--- config.mk ---
export PLATFORM = sky130hd
export DESIGN_NAME = stream_mux_arb
export DESIGN_NICKNAME = d
export VERILOG_FILES = /design/src/rtl/stream_mux_arb.sv
export SDC_FILE = /design/constraint.sdc
export NUM_CORES = 1
export LEC_CHECK = 0
export CAP_MARGIN = 30
export CORE_ASPECT_RATIO = 1.1
export CORE_MARGIN = 8
export CORE_UTILIZATION = 40
export CTS_CLUSTER_DIAMETER = 60
export DETAILED_ROUTE_END_ITERATION = 12
export PLACE_DENSITY = 0.9
export SYNTH_ARGS = -nofsm -noshare
export SYNTH_HDL_FRONTEND = slang
export SYNTH_SLANG_ARGS = --single-unit
--- constraint.sdc ---
create_clock -name Clk -period 4.55 [get_ports Clk]
set_input_delay 0.91 -clock Clk [delete_from_list [all_inputs] [get_ports Clk]]
set_output_delay 0.91 -clock Clk [all_outputs]
set_load 0.1 [all_outputs]
--- src/rtl/stream_mux_arb.sv ---
// stream_mux_arb: M-channel stream multiplexer with external-select or round-robin
// arbitration, feeding a single registered valid/ready output stage.
module stream_mux_arb #(
    parameter int N     = 32,
    parameter int M     = 4,
    parameter int SEL_W = 2
) (
    input  logic             Clk,
    input  logic             Rst,
    input  logic [M-1:0]     InValid,
    input  logic [M*N-1:0]   InData,
    output logic [M-1:0]     InReady,
    input  logic             Mode,
    input  logic [SEL_W-1:0] Sel,
    output logic             OutValid,
    output logic [N-1:0]     OutData,
    output logic [SEL_W-1:0] OutChan,
    input  logic             OutReady
);

    logic             r_out_valid;
    logic [N-1:0]     r_out_data;
    logic [SEL_W-1:0] r_out_chan;
    logic [SEL_W-1:0] r_rr_ptr;

    logic             w_load_en;
    logic             w_grant_vld;
    logic [SEL_W-1:0] w_grant_idx;
    logic [SEL_W-1:0] w_next_ptr;
    logic [N-1:0]     w_grant_data;
    logic             w_xfer;
    logic [M-1:0]     w_valid_sh;
    logic [M*N-1:0]   w_data_sh;
    logic             w_hi_found;
    logic             w_lo_found;
    logic [SEL_W-1:0] w_hi_idx;
    logic [SEL_W-1:0] w_lo_idx;

    // Round-robin search: lowest valid channel at/above the pointer, else lowest overall (wrap).
    always_comb begin
        w_load_en   = !r_out_valid || OutReady;
        w_grant_vld = 1'b0;
        w_grant_idx = '0;
        w_hi_found  = 1'b0;
        w_lo_found  = 1'b0;
        w_hi_idx    = '0;
        w_lo_idx    = '0;
        w_valid_sh  = '0;
        for (int unsigned i = 0; i < M; i++) begin
            w_valid_sh = InValid >> i;
            if (w_valid_sh[0]) begin
                if (!w_lo_found) begin
                    w_lo_found = 1'b1;
                    w_lo_idx   = SEL_W'(i);
                end
                if (!w_hi_found && (SEL_W'(i) >= r_rr_ptr)) begin
                    w_hi_found = 1'b1;
                    w_hi_idx   = SEL_W'(i);
                end
            end
        end
        if (Mode) begin
            if (w_hi_found) begin
                w_grant_vld = 1'b1;
                w_grant_idx = w_hi_idx;
            end else if (w_lo_found) begin
                w_grant_vld = 1'b1;
                w_grant_idx = w_lo_idx;
            end
        end else if (int'(Sel) < M) begin
            w_valid_sh  = InValid >> Sel;
            w_grant_vld = w_valid_sh[0];
            w_grant_idx = Sel;
        end
    end

    always_comb begin
        w_data_sh    = InData >> (int'(w_grant_idx) * N);
        w_grant_data = w_data_sh[N-1:0];
    end

    always_comb begin
        InReady = '0;
        if (w_grant_vld && w_load_en && !Rst) begin
            InReady = M'(1) << w_grant_idx;
        end
    end

    assign w_xfer     = |(InValid & InReady);
    assign w_next_ptr = (w_grant_idx == SEL_W'(M - 1)) ? '0 : w_grant_idx + SEL_W'(1);

    always_ff @(posedge Clk or posedge Rst) begin
        if (Rst) begin
            r_out_valid <= 1'b0;
            r_out_data  <= '0;
            r_out_chan  <= '0;
            r_rr_ptr    <= '0;
        end else if (w_xfer) begin
            r_out_valid <= 1'b1;
            r_out_data  <= w_grant_data;
            r_out_chan  <= w_grant_idx;
            if (Mode) begin
                r_rr_ptr <= w_next_ptr;
            end
        end else if (OutReady) begin
            r_out_valid <= 1'b0;
        end
    end

    assign OutValid = r_out_valid;
    assign OutData  = r_out_data;
    assign OutChan  = r_out_chan;

endmodule

# Yosys cells after proc, flatten, opt, wreduce, memory -nomap -nowiden

Cells that the tools add are included.

Reduce and logical (&&, ||, !) cells: 14
Bitwise operators: 1
Multiplexer cells: 34
Add/sub/neg operators: 1
Shifts and indexed selects: 3
Equality and inequality tests: 1
$lt $le $gt $ge: 4

Operators by type and width:

| cell                  | number |
|---|---|
| $shr A128 B7 Y32      | 1 |
| $mux W2               | 12 |
| $mux W1               | 21 |
| $logic_and A1 B1 Y1   | 5 |
| $logic_not A1 Y1      | 5 |
| $and A4 B4 Y4         | 1 |
| $ge A1 B2 Y1 const A  | 2 |
| $ge A2 B2 Y1 const A  | 2 |
| $mux W4               | 1 |
| $reduce_or A4 Y1      | 1 |
| $shl A1 B2 Y4 const A | 1 |
| $shr A4 B2 Y1         | 1 |
| $add A2 B1 Y2 const B | 1 |
| $eq A2 B2 Y1 const B  | 1 |
| $reduce_and A2 Y1     | 1 |
| $reduce_bool A2 Y1    | 1 |
| $logic_or A1 B1 Y1    | 1 |

Logic and storage cells: 62
Output and inout bits: 39
Flip-flop bits (word level): 37

# Longest topological paths before layout

Gate-level depths: netlist of the first run.

Word-level depth: 23
Mapped depth: 16
Depth with buffers taken out: 10

# Worst setup path before layout of the first run

Ideal clock, no wire load.

Path type: input -> output
From: input InValid[2]
To: output InReady[0]
Buffers on the path: 2
Slack: 0.841 ns
Required time: 3.640 ns
Data arrival time: 2.799 ns
Stages on the path: 8
Cell sequence: buf_2 nand2b_1 a21oi_1 o31ai_4 inv_2 buf_4 ha_1 and2_1

Cells in the longest elaborated chain, start to end: 10

RTL lines:

| what                              | RTL line | RTL |
|---|---|---|
| from (decl)                       | 10       | `input logic [M-1:0] InValid,` |
| $mux W1                           | 51       | `if (w_valid_sh[0]) begin` |
| $logic_not A1 Y1                  | 56       | `if (!w_hi_found && (SEL_W'(i) >= r_rr_ptr)) begin` |
| $logic_and A1 B1 Y1               | 56       |  |
| $mux W1                           | 56       |  |
| $mux W1                           | 51       |  |
| $mux W1                           | 63       | `if (w_hi_found) begin` |
| $mux W1                           | 62       | `if (Mode) begin` |
| $logic_and A1 B1 Y1 (2 in series) | 84       | `if (w_grant_vld && w_load_en && !Rst) begin` |
| $mux W4 (*)                       | 84       |  |
| to (decl)                         | 12       | `output logic [M-1:0] InReady,` |

Every way passes the cells marked *; elsewhere a longest branch is shown, timed or not.

# Worst setup path after layout of the first run

From: input Mode
To: output InReady[2]

Cells in the longest elaborated chain, start to end: 4

RTL lines:

| what                              | RTL line | RTL |
|---|---|---|
| from (decl)                       | 13       | `input logic Mode,` |
| $mux W1                           | 62       |  |
| $logic_and A1 B1 Y1 (2 in series) | 84       |  |
| $mux W4 (*)                       | 84       |  |

Marked as above.

==> metrics.txt, run 1 <==
# TYPE chip_impl_metric gauge
chip_impl_metric{name="floorplan.initialDensity",unit=""} 0.406
chip_impl_metric{name="dp.final_hpwl",unit="mm"} 8.31
chip_impl_metric{name="clock_insertion_delay_worst_skew",unit="ns"} 0.28
chip_impl_metric{name="clock_tree.buffer_depth",unit=""} 2
chip_impl_metric{name="area_growth",unit="%"} 67.9
chip_impl_metric{name="power_dens_cells",unit="nW/µm²"} 639
chip_impl_metric{name="largest_net_degree_at_the_start_of_global_routing",unit=""} 44
chip_impl_info{name="synth_top_area_cell",value="sky130_fd_sc_hd__dfrtp_1"} 1
chip_impl_metric{name="grt-ovfl-total",unit=""} 0
chip_impl_metric{name="ys_ff_latch",unit=""} 37
chip_impl_info{name="worstSetupStartpointType",value="primary input"} 1
chip_impl_metric{name="fmax",unit="GHz"} 0.251
chip_impl_metric{name="critical_path.max_fanout",unit=""} 17
chip_impl_metric{name="antenna-diode-count",unit=""} 0
chip_impl_metric{name="syn-instance-count",unit=""} 293
chip_impl_metric{name="post_cts.resized_instances",unit=""} 0
chip_impl_metric{name="port_buffers",unit=""} 176
chip_impl_metric{name="synth_warnings",unit=""} 0
chip_impl_metric{name="finalSetupViolations",unit=""} 0
chip_impl_metric{name="detailedRoute.firstPassIterationCount",unit=""} 4
chip_impl_metric{name="worstPathArrival",unit="ns"} 3.07
chip_impl_metric{name="die_w",unit="µm"} 95.9
chip_impl_metric{name="finalWirelength",unit="mm"} 10.4
chip_impl_info{name="synth_most_common_cell",value="sky130_fd_sc_hd__a221oi_1"} 1
chip_impl_metric{name="grt_antenna_before_repair",unit=""} 0
chip_impl_metric{name="timing.reg2reg.worst_path_depth",unit=""} 12
chip_impl_metric{name="instances_no_fill",unit=""} 543
chip_impl_metric{name="timing_hold_violations_final",unit=""} 0
chip_impl_metric{name="drt-wirelength-per-cell",unit="µm"} 19.2
chip_impl_info{name="yosys-top-cells-count",value="sky130_fd_sc_hd__a221oi_1, sky130_fd_sc_hd__dfrtp_1, sky130_fd_sc_hd__and2_1, sky130_fd_sc_hd__mux2i_1, sky130_fd_sc_hd__nor2_1"} 1
chip_impl_metric{name="max_slew_margin",unit=""} 0.324
chip_impl_info{name="timing.critical_path.to",value="InReady[2]"} 1
chip_impl_metric{name="synthesis.area_per_instance",unit="µm²"} 9.59
chip_impl_info{name="rsz_0062_raised_after_global_routing",value="no"} 1
chip_impl_metric{name="overall_fraction_of_global_route_tracks_in_use",unit=""} 0.204
chip_impl_metric{name="layout_min_cycle_time",unit="ns"} 3.98
chip_impl_info{name="root_buffer",value="sky130_fd_sc_hd__clkbuf_8"} 1
chip_impl_metric{name="drt-initial-drc-count",unit=""} 91
chip_impl_metric{name="cap_violations",unit=""} 0
chip_impl_metric{name="fin_crit_sh",unit=""} 0.874
chip_impl_metric{name="synth_area",unit="µm²"} 2810
chip_impl_metric{name="syn-num-nets",unit=""} 435
chip_impl_info{name="cts_tree",value="done"} 1
chip_impl_info{name="crit_reg_reg_endpoint",value="OutData[12]$_DFFE_PP0P_"} 1
chip_impl_metric{name="cp.required",unit="ns"} 3.64
chip_impl_metric{name="cts.clk_slew.worst_paths",unit="ns"} 0.07
chip_impl_info{name="crit_start",value="Mode"} 1
chip_impl_metric{name="peakVddDrop",unit="µV"} 498
chip_impl_metric{name="power",unit="µW"} 3020
chip_impl_metric{name="fp.dieH",unit="µm"} 104
chip_impl_metric{name="num_rows",unit=""} 32
chip_impl_metric{name="gpl.final_weighted_congestion",unit=""} 0.948
chip_impl_info{name="synthTopCellsByArea",value="sky130_fd_sc_hd__dfrtp_1, sky130_fd_sc_hd__a221oi_1, sky130_fd_sc_hd__mux2i_1"} 1
chip_impl_metric{name="place_inst",unit=""} 535
chip_impl_metric{name="die_area",unit="µm²"} 9970
chip_impl_metric{name="clock_tree.htree_level_count",unit=""} 2
chip_impl_metric{name="total_leakage_power",unit="µW"} 0.00190
chip_impl_info{name="synth_ff_type",value="sky130_fd_sc_hd__dfrtp_1"} 1
chip_impl_metric{name="r2r_setup_slack",unit="ns"} 1.45
chip_impl_info{name="run_status",value="finished clean"} 1
chip_impl_metric{name="grt_first_pass_wirelength",unit="mm"} 16.4
chip_impl_info{name="min-delay-path-class",value="reg -> reg"} 1
chip_impl_metric{name="tns",unit="ns"} 0
chip_impl_metric{name="drive_above_1_share",unit=""} 0.0917
chip_impl_metric{name="cts_hold_repair.buffers",unit=""} 0
chip_impl_metric{name="vias",unit=""} 3078
chip_impl_metric{name="clkSinkCount",unit=""} 37
chip_impl_metric{name="routed_via_density",unit=""} 5.67
chip_impl_info{name="critical_path.endpoint_type",value="output pin"} 1
chip_impl_metric{name="cts_made_buffers",unit=""} 5
chip_impl_metric{name="edff_count_synth",unit=""} 0
chip_impl_metric{name="skew",unit="ns"} 0.00498
chip_impl_metric{name="core_region_area",unit="µm²"} 6930
chip_impl_metric{name="post_cts_buffers",unit=""} 0
chip_impl_metric{name="num_io_pins",unit=""} 177
chip_impl_metric{name="ant_nets",unit=""} 0
chip_impl_metric{name="final_max_slew_viol_count",unit=""} 0
chip_impl_info{name="critPathKind",value="in -> out"} 1
chip_impl_metric{name="drcViolationCount",unit=""} 0
chip_impl_metric{name="synth_largest_type_area_fraction",unit=""} 0.329
chip_impl_metric{name="nets",unit=""} 599
chip_impl_metric{name="synth.distinct_cells",unit=""} 42
chip_impl_metric{name="first_global_vias",unit=""} 3423
chip_impl_info{name="r2r_start",value="r_rr_ptr[1]$_DFFE_PP0P_"} 1
chip_impl_metric{name="postSynth.asyncResetShare",unit=""} 1.00
chip_impl_metric{name="tightest_pin_transition",unit="ns"} 1.01
chip_impl_metric{name="sequential_fraction_of_the_synthesis_area",unit=""} 0.329
power breakdown:
| group | internal [µW] | switching [µW] | leakage [µW] |
|---|---|---|---|
| logic | 620 | 1580 | 0.00145 |
| registers | 488 | 106 | 0.000413 |
| clock network | 108 | 113 | 0.0000385 |
| total | 1220 | 1800 | 0.00190 |
registers in the layout, indices dropped and copies added (netlist names):
register  flops
OutChan       2
OutData      32
OutValid      1
r_rr_ptr      2
stage by stage:
step	instance area, µm²	hold slack (ns)	util	setup WS, ns
floorplan	2810	0.589	-	0.841
detailed placement	4630	0.474	0.669	0.497
CTS	4720	0.494	0.681	0.614
global placement	4630	0.482	0.669	0.705
finish	4720	0.495	0.681	0.573
global route	4720	0.535	0.681	0.467
placed cells by master, fill, tap and decap left out, drive strengths merged, types with 2 or more instances in the layout:
cell type,netlist,final
clkdlybuf4s50,0,172
a221oi,62,62
dfrtp,37,37
and2,36,36
mux2i,34,34
nor2,34,34
buf,22,17
clkbuf,10,7
nand2,6,6
inv,6,6
a21oi,5,5
ha,4,4
nor2b,3,3
nand3,3,3
a211oi,3,3
nand2b,2,2
or2,2,2
and3,2,2
a22oi,2,2
mux2,2,2
o21ai,2,2
routing by layer:
layer / global-route usage / share of wire / vias to the layer above
met5: 0 / 0 / -
met4: 0.0561 / 0.019 / 0
met3: 0.0693 / 0.095 / 16
met2: 0.371 / 0.52 / 151
met1: 0.213 / 0.37 / 1450
li1: - / - / 1461
cells by family after synthesis:
group | count (synthesis) | synth area share
multiplexers | 36 | 0.129
buffers and inverters | 38 | 0.0730
AO/OA/AOI/OAI | 86 | 0.281
AND/OR/NAND/NOR | 92 | 0.169
adder cells (fa/ha/maj) | 4 | 0.0178
flip-flops | 37 | 0.329
cell type report:
type                    instances  area (µm²)
clock inverters                 1        7.51
flip-flops and latches         37         926
fillers                       549        2210
multi-input cells             218        1680
well taps                      85         106
clock buffers                   7        76.3
repair buffers                189        1900
inverters                       6        22.5
worst max-delay path, cell delays in order:
cell	delay, ns
sky130_fd_sc_hd__clkdlybuf4s50_1	0.74
sky130_fd_sc_hd__o21ai_1	0.23
sky130_fd_sc_hd__o31ai_4	0.25
sky130_fd_sc_hd__buf_4	0.27
sky130_fd_sc_hd__inv_2	0.08
sky130_fd_sc_hd__ha_1	0.22
sky130_fd_sc_hd__and2_1	0.17
sky130_fd_sc_hd__buf_12	0.17
worst min path at each step:
stage / end / cells past startpoint / slack, ns / startpoint
4_1_cts: OutData[28]$_DFFE_PP0P_ / 2 / 0.49 / OutData[28]$_DFFE_PP0P_
3_5_place_dp: OutData[28]$_DFFE_PP0P_ / 2 / 0.47 / OutData[28]$_DFFE_PP0P_
2_1_floorplan: r_rr_ptr[0]$_DFFE_PP0P_ / 2 / 0.59 / r_rr_ptr[0]$_DFFE_PP0P_
5_1_grt: OutData[28]$_DFFE_PP0P_ / 2 / 0.54 / OutData[28]$_DFFE_PP0P_
3_3_place_gp: OutData[28]$_DFFE_PP0P_ / 2 / 0.48 / OutData[28]$_DFFE_PP0P_
6_report: OutData[28]$_DFFE_PP0P_ / 2 / 0.49 / OutData[28]$_DFFE_PP0P_
(Power assumes the default switching activity.)
==> inputs of run 2 (changes only) <==
CORE_ASPECT_RATIO = 0.5   (was 1.1)
==> metrics.txt, run 2 (synthesis results as in run 1) <==
# TYPE chip_impl_metric gauge
chip_impl_metric{name="area_growth",unit="%"} 70.9
chip_impl_metric{name="drcViolationCount",unit=""} 0
chip_impl_metric{name="die_w",unit="µm"} 135
chip_impl_metric{name="total_leakage_power",unit="µW"} 0.00194
chip_impl_metric{name="drive_above_1_share",unit=""} 0.0919
chip_impl_metric{name="min_delay_path_depth",unit=""} 2
chip_impl_metric{name="num_rows",unit=""} 21
chip_impl_metric{name="vias",unit=""} 3157
chip_impl_metric{name="power_report.internal_total",unit="µW"} 1370
chip_impl_info{name="top_library_cells_by_usage_in_the_layout_fill_and_taps_aside",value="sky130_fd_sc_hd__clkdlybuf4s50_1, sky130_fd_sc_hd__a221oi_1, sky130_fd_sc_hd__dfrtp_1"} 1
chip_impl_metric{name="clkSinkCount",unit=""} 37
chip_impl_metric{name="gpl.final_weighted_congestion",unit=""} 0.885
chip_impl_metric{name="filler_instances",unit=""} 494
chip_impl_metric{name="skew",unit="ns"} 0.00725
chip_impl_metric{name="layout_min_cycle_time",unit="ns"} 3.84
chip_impl_metric{name="antenna-diode-count",unit=""} 0
chip_impl_metric{name="cp.required",unit="ns"} 4.72
chip_impl_metric{name="finalWirelength",unit="mm"} 11.2
chip_impl_metric{name="detailedRoute.firstPassIterationCount",unit=""} 5
chip_impl_metric{name="pwr-share-comb",unit=""} 0.692
chip_impl_metric{name="timing_hold_violations_final",unit=""} 0
chip_impl_metric{name="floorplan.initialDensity",unit=""} 0.416
chip_impl_metric{name="fin_hold_ws",unit="ns"} 0.506
chip_impl_metric{name="num_io_pins",unit=""} 177
chip_impl_info{name="critical_path.endpoint_type",value="register"} 1
chip_impl_metric{name="final_design_area_no_fill",unit="µm²"} 4800
chip_impl_metric{name="tightest_pin_transition",unit="ns"} 1.03
chip_impl_metric{name="peakVddDrop",unit="µV"} 443
chip_impl_metric{name="timing.reg2reg.worst_path_depth",unit=""} 11
chip_impl_metric{name="post_dp_cell_area",unit="µm²"} 4640
chip_impl_metric{name="clock_insertion_delay_worst_skew",unit="ns"} 0.28
chip_impl_metric{name="fp.dieH",unit="µm"} 75.3
chip_impl_metric{name="utilization",unit=""} 0.711
chip_impl_metric{name="routed_via_density",unit=""} 5.75
chip_impl_metric{name="grt-ovfl-total",unit=""} 0
chip_impl_info{name="critPathKind",value="in -> reg"} 1
chip_impl_metric{name="r2r_setup_slack",unit="ns"} 1.38
chip_impl_info{name="layout_commonest_cell",value="sky130_fd_sc_hd__clkdlybuf4s50_1"} 1
chip_impl_metric{name="critical_path.max_fanout",unit=""} 18
chip_impl_metric{name="finalSetupViolations",unit=""} 0
chip_impl_metric{name="core_region_area",unit="µm²"} 6750
chip_impl_metric{name="post_cts_buffers",unit=""} 0
chip_impl_metric{name="cap_violations",unit=""} 0
chip_impl_metric{name="power",unit="µW"} 3190
chip_impl_metric{name="grt_first_pass_wirelength",unit="mm"} 17.1
chip_impl_metric{name="drt-wirelength-per-cell",unit="µm"} 20.3
chip_impl_metric{name="first_global_vias",unit=""} 3164
chip_impl_metric{name="power_frac_clock",unit=""} 0.124
chip_impl_metric{name="clock_tree.htree_level_count",unit=""} 2
chip_impl_metric{name="largest_net_degree_at_the_start_of_global_routing",unit=""} 71
chip_impl_metric{name="power_dens_cells",unit="nW/µm²"} 664
chip_impl_metric{name="nets",unit=""} 598
chip_impl_metric{name="cts_hold_repair.buffers",unit=""} 0
chip_impl_metric{name="power_switching_share",unit=""} 0.572
chip_impl_metric{name="switching_power",unit="µW"} 1830
chip_impl_metric{name="fmax",unit="GHz"} 0.260
chip_impl_metric{name="tns",unit="ns"} 0
chip_impl_info{name="worstSetupStartpointType",value="primary input"} 1
chip_impl_metric{name="final_max_slew_viol_count",unit=""} 0
chip_impl_metric{name="die_area",unit="µm²"} 10100
chip_impl_info{name="run_status",value="finished clean"} 1
chip_impl_info{name="root_buffer",value="sky130_fd_sc_hd__clkbuf_16"} 1
chip_impl_metric{name="largest_reg_flops",unit=""} 32
chip_impl_metric{name="post_cts.resized_instances",unit=""} 0
chip_impl_metric{name="seq_power_share",unit=""} 0.184
chip_impl_info{name="rsz_0062_raised_after_global_routing",value="no"} 1
chip_impl_metric{name="port_buffers",unit=""} 176
chip_impl_metric{name="worstPathArrival",unit="ns"} 4.01
chip_impl_metric{name="fin_crit_sh",unit=""} 0.845
chip_impl_metric{name="drt-initial-drc-count",unit=""} 282
chip_impl_metric{name="cts.clk_slew.worst_paths",unit="ns"} 0.06
chip_impl_info{name="min-delay-path-class",value="reg -> reg"} 1
chip_impl_metric{name="ant_nets",unit=""} 0
chip_impl_metric{name="dp.final_hpwl",unit="mm"} 8.82
chip_impl_metric{name="clock_tree.buffer_depth",unit=""} 2
chip_impl_metric{name="overall_fraction_of_global_route_tracks_in_use",unit=""} 0.211
chip_impl_metric{name="max_slew_margin",unit=""} 0.309
chip_impl_metric{name="cts_made_buffers",unit=""} 5
chip_impl_metric{name="grt_antenna_before_repair",unit=""} 0
chip_impl_info{name="cts_tree",value="done"} 1
[run 2: critical path: stages]
cell and delay [ns]:
sky130_fd_sc_hd__clkdlybuf4s50_1 0.62, sky130_fd_sc_hd__nand3b_1 0.23, sky130_fd_sc_hd__inv_2 0.08, sky130_fd_sc_hd__o31ai_4 0.34
sky130_fd_sc_hd__inv_2 0.10, sky130_fd_sc_hd__ha_1 0.22, sky130_fd_sc_hd__a22oi_1 0.19, sky130_fd_sc_hd__nand2_1 0.09
sky130_fd_sc_hd__and4_2 0.25, sky130_fd_sc_hd__and2_1 0.34, sky130_fd_sc_hd__buf_4 0.31, sky130_fd_sc_hd__a221oi_1 0.31
[run 2: power by group through the flow]
stage          clock network [µW]  registers, µW  logic [µW]
2_1_floorplan                   0           1670         526
3_3_place_gp                    0            584        2180
3_5_place_dp                    0            588        2210
4_1_cts                       401            587        2220
5_1_grt                       417            607        2300
6_report                      396            588        2210
[run 2: through the flow]
stage / cells / setup WS, ns
CTS: 549 / 0.728
finish: 549 / 0.707
floorplan: 293 / 0.841
global route: 549 / 0.482
detailed placement: 541 / 0.418
global placement: 541 / 0.529
[run 2: final cells by class]
| cell class | count | area [µm²] | area share |
|---|---|---|---|
| Timing Repair Buffer | 188 | 1890 | 0.394 |
| Multi-Input combinational cell | 218 | 1680 | 0.350 |
| Sequential cell | 37 | 926 | 0.193 |
| Clock buffer | 6 | 129 | 0.0268 |
| Tap cell | 92 | 115 | 0.0240 |
| Clock inverter | 2 | 38.8 | 0.00808 |
| Inverter | 6 | 22.5 | 0.00469 |
[run 2: final timing paths]
path	end	startpoint
max in group asynchronous	OutData[4]$_DFFE_PP0P_	Rst
worst min register to register	OutData[28]$_DFFE_PP0P_	OutData[28]$_DFFE_PP0P_
min in group asynchronous	OutData[24]$_DFFE_PP0P_	Rst
worst max-delay path	OutData[11]$_DFFE_PP0P_	InValid[3]
worst min-delay path	OutData[28]$_DFFE_PP0P_	OutData[28]$_DFFE_PP0P_
worst max register to register	OutData[11]$_DFFE_PP0P_	r_rr_ptr[1]$_DFFE_PP0P_
[run 2: per-layer routing]
metal  up-vias  share of wire  GRT usage
met1      1549           0.38      0.246
met3        22          0.055     0.0326
met5         -              0          0
li1       1454              -          -
met2       132           0.54      0.388
met4         0          0.023     0.0838
==> inputs of run 3 (changes only) <==
CORE_UTILIZATION = 34   (was 40)
PLACE_DENSITY = 0.81   (was 0.9)
clock period = 3.3 ns   (was 4.55 ns; I/O delays follow)
==> metrics.txt, run 3 (synthesis results as in run 1) <==
# TYPE chip_impl_metric gauge
chip_impl_metric{name="clock_tree.htree_level_count",unit=""} 2
chip_impl_metric{name="dp.final_hpwl",unit="mm"} 9.20
chip_impl_metric{name="grt_antenna_before_repair",unit=""} 0
chip_impl_metric{name="worstPathArrival",unit="ns"} 2.54
chip_impl_metric{name="peakVddDrop",unit="µV"} 560
chip_impl_metric{name="overall_fraction_of_global_route_tracks_in_use",unit=""} 0.189
chip_impl_metric{name="worst_path_largest_cell_delay",unit="ns"} 0.55
chip_impl_info{name="cts_tree",value="done"} 1
chip_impl_metric{name="fin_hold_ws",unit="ns"} 0.490
chip_impl_metric{name="fp.dieH",unit="µm"} 80.3
chip_impl_info{name="min-delay-path-class",value="reg -> reg"} 1
chip_impl_info{name="rsz_0062_raised_after_global_routing",value="no"} 1
chip_impl_metric{name="drcViolationCount",unit=""} 0
chip_impl_metric{name="drt-wirelength-per-cell",unit="µm"} 19.6
chip_impl_metric{name="clock_insertion_delay_worst_skew",unit="ns"} 0.28
chip_impl_metric{name="largest_net_degree_at_the_start_of_global_routing",unit=""} 39
chip_impl_metric{name="filler_instances",unit=""} 686
chip_impl_metric{name="utilization",unit=""} 0.617
chip_impl_metric{name="antenna-diode-count",unit=""} 0
chip_impl_metric{name="routed_via_density",unit=""} 5.31
chip_impl_metric{name="final_max_slew_viol_count",unit=""} 0
chip_impl_metric{name="tightest_pin_transition",unit="ns"} 0.448
chip_impl_info{name="cp_slowest_cell",value="sky130_fd_sc_hd__clkdlybuf4s50_1"} 1
chip_impl_metric{name="fin_crit_sh",unit=""} 0.969
chip_impl_metric{name="ant_nets",unit=""} 0
chip_impl_metric{name="power",unit="µW"} 4420
chip_impl_metric{name="post_dp_cell_area",unit="µm²"} 4730
chip_impl_metric{name="clock_tree.buffer_depth",unit=""} 2
chip_impl_info{name="root_buffer",value="sky130_fd_sc_hd__clkbuf_16"} 1
chip_impl_metric{name="max_slew_margin",unit=""} 0.694
chip_impl_info{name="top_library_cells_by_usage_in_the_layout_fill_and_taps_aside",value="sky130_fd_sc_hd__clkdlybuf4s50_1, sky130_fd_sc_hd__buf_4, sky130_fd_sc_hd__a221oi_1"} 1
chip_impl_metric{name="gpl.final_weighted_congestion",unit=""} 0.839
chip_impl_metric{name="die_area",unit="µm²"} 11600
chip_impl_metric{name="drt-initial-drc-count",unit=""} 299
chip_impl_metric{name="grt-ovfl-total",unit=""} 0
chip_impl_info{name="layout_commonest_cell",value="sky130_fd_sc_hd__clkdlybuf4s50_1"} 1
chip_impl_metric{name="floorplan.initialDensity",unit=""} 0.351
chip_impl_info{name="critPathKind",value="in -> out"} 1
chip_impl_metric{name="area_growth",unit="%"} 75.7
chip_impl_metric{name="cts.clk_slew.worst_paths",unit="ns"} 0.06
chip_impl_metric{name="detailedRoute.firstPassIterationCount",unit=""} 6
chip_impl_metric{name="finalWorstSetupSlack",unit="ns"} 0.102
chip_impl_metric{name="power_dens_cells",unit="nW/µm²"} 895
chip_impl_info{name="critical_path.endpoint_type",value="output pin"} 1
chip_impl_metric{name="first_global_vias",unit=""} 3112
chip_impl_metric{name="core_region_area",unit="µm²"} 8000
chip_impl_metric{name="layout_min_cycle_time",unit="ns"} 3.20
chip_impl_metric{name="clkSinkCount",unit=""} 37
chip_impl_metric{name="fmax",unit="GHz"} 0.313
chip_impl_metric{name="nets",unit=""} 617
chip_impl_metric{name="num_io_pins",unit=""} 177
chip_impl_metric{name="cts_made_buffers",unit=""} 5
chip_impl_metric{name="dp_worst_slack",unit="ns"} -0.285
chip_impl_metric{name="skew",unit="ns"} 0.00432
chip_impl_info{name="crit_chain",value="clkdlybuf4s50_1, o21ba_2, o211ai_1, a31o_2, inv_1, ha_1, buf_4, and2_1, buf_12"} 1
chip_impl_metric{name="critical_path.max_fanout",unit=""} 5
chip_impl_metric{name="timing_hold_violations_final",unit=""} 0
chip_impl_info{name="run_status",value="finished clean"} 1
chip_impl_metric{name="finalSetupViolations",unit=""} 0
chip_impl_metric{name="port_buffers",unit=""} 176
chip_impl_metric{name="cp.required",unit="ns"} 2.64
chip_impl_metric{name="final_design_area_no_fill",unit="µm²"} 4940
chip_impl_metric{name="finalWirelength",unit="mm"} 11.5
chip_impl_metric{name="largest_reg_flops",unit=""} 32
chip_impl_info{name="worstSetupStartpointType",value="primary input"} 1
chip_impl_metric{name="die_w",unit="µm"} 145
chip_impl_metric{name="cap_violations",unit=""} 0
chip_impl_metric{name="drive_above_1_share",unit=""} 0.212
chip_impl_metric{name="total_leakage_power",unit="µW"} 0.00209
chip_impl_metric{name="grt_first_pass_wirelength",unit="mm"} 17.2
chip_impl_metric{name="num_rows",unit=""} 23
chip_impl_metric{name="vias",unit=""} 3124
-- run 3: through the flow --
step | setup TNS, ns | std cells
2_1_floorplan | 0 | 293
3_3_place_gp | -4.21 | 578
3_5_place_dp | -7.87 | 578
4_1_cts | 0 | 588
5_1_grt | 0 | 588
6_report | 0 | 588
-- run 3: worst paths after layout --
path | from | endpoint | slack, ns | cells past startpoint
setup / recovery | InValid[1] | InReady[2] | 0.10 | 9
setup reg to reg | r_rr_ptr[1]$_DFFE_PP0P_ | OutData[9]$_DFFE_PP0P_ | 0.43 | 11
hold reg to reg | OutData[28]$_DFFE_PP0P_ | OutData[28]$_DFFE_PP0P_ | 0.49 | 2
hold / removal | OutData[28]$_DFFE_PP0P_ | OutData[28]$_DFFE_PP0P_ | 0.49 | 2
min in group asynchronous | Rst | OutValid$_DFFE_PP0P_ | 0.83 | 3
max in group asynchronous | Rst | OutData[10]$_DFFE_PP0P_ | 2.12 | 3
-- run 3: power breakdown --
group          internal (µW)  total (µW)  switching (µW)
Combinational            829        3040            2210
Sequential               674         809             135
Clock                    377         571             194
Total                   1880        4420            2540
-- run 3: layer usage --
layer / track usage / share of wire
met5: 0 / 0
met4: 0.0525 / 0.018
met3: 0.0308 / 0.048
met2: 0.348 / 0.54
met1: 0.226 / 0.39
-- run 3: timing repair --
item,CTS,global route
hold buffers,0,0
pin swaps,1,2
setup buffers,2,0
setup endpoints to repair,22,38
resized for setup,1,6
-- run 3: cell type report --
cell class              instances  area, µm²  area share
clock buffers                   6        139      0.0281
clock inverters                 2       37.5     0.00760
inverters                       6       22.5     0.00456
multi-input cells             218       1700       0.344
flip-flops and latches         37        926       0.187
well taps                     112        140      0.0284
repair buffers                207       1980       0.400
-- run 3: critical path: cells and delay by family --
kind                     cells  cell delay [ns]
buffers and inverters        4             0.95
AO/OA/AOI/OAI                3             0.57
adder cells (fa/ha/maj)      1             0.20
AND/OR/NAND/NOR              1             0.16
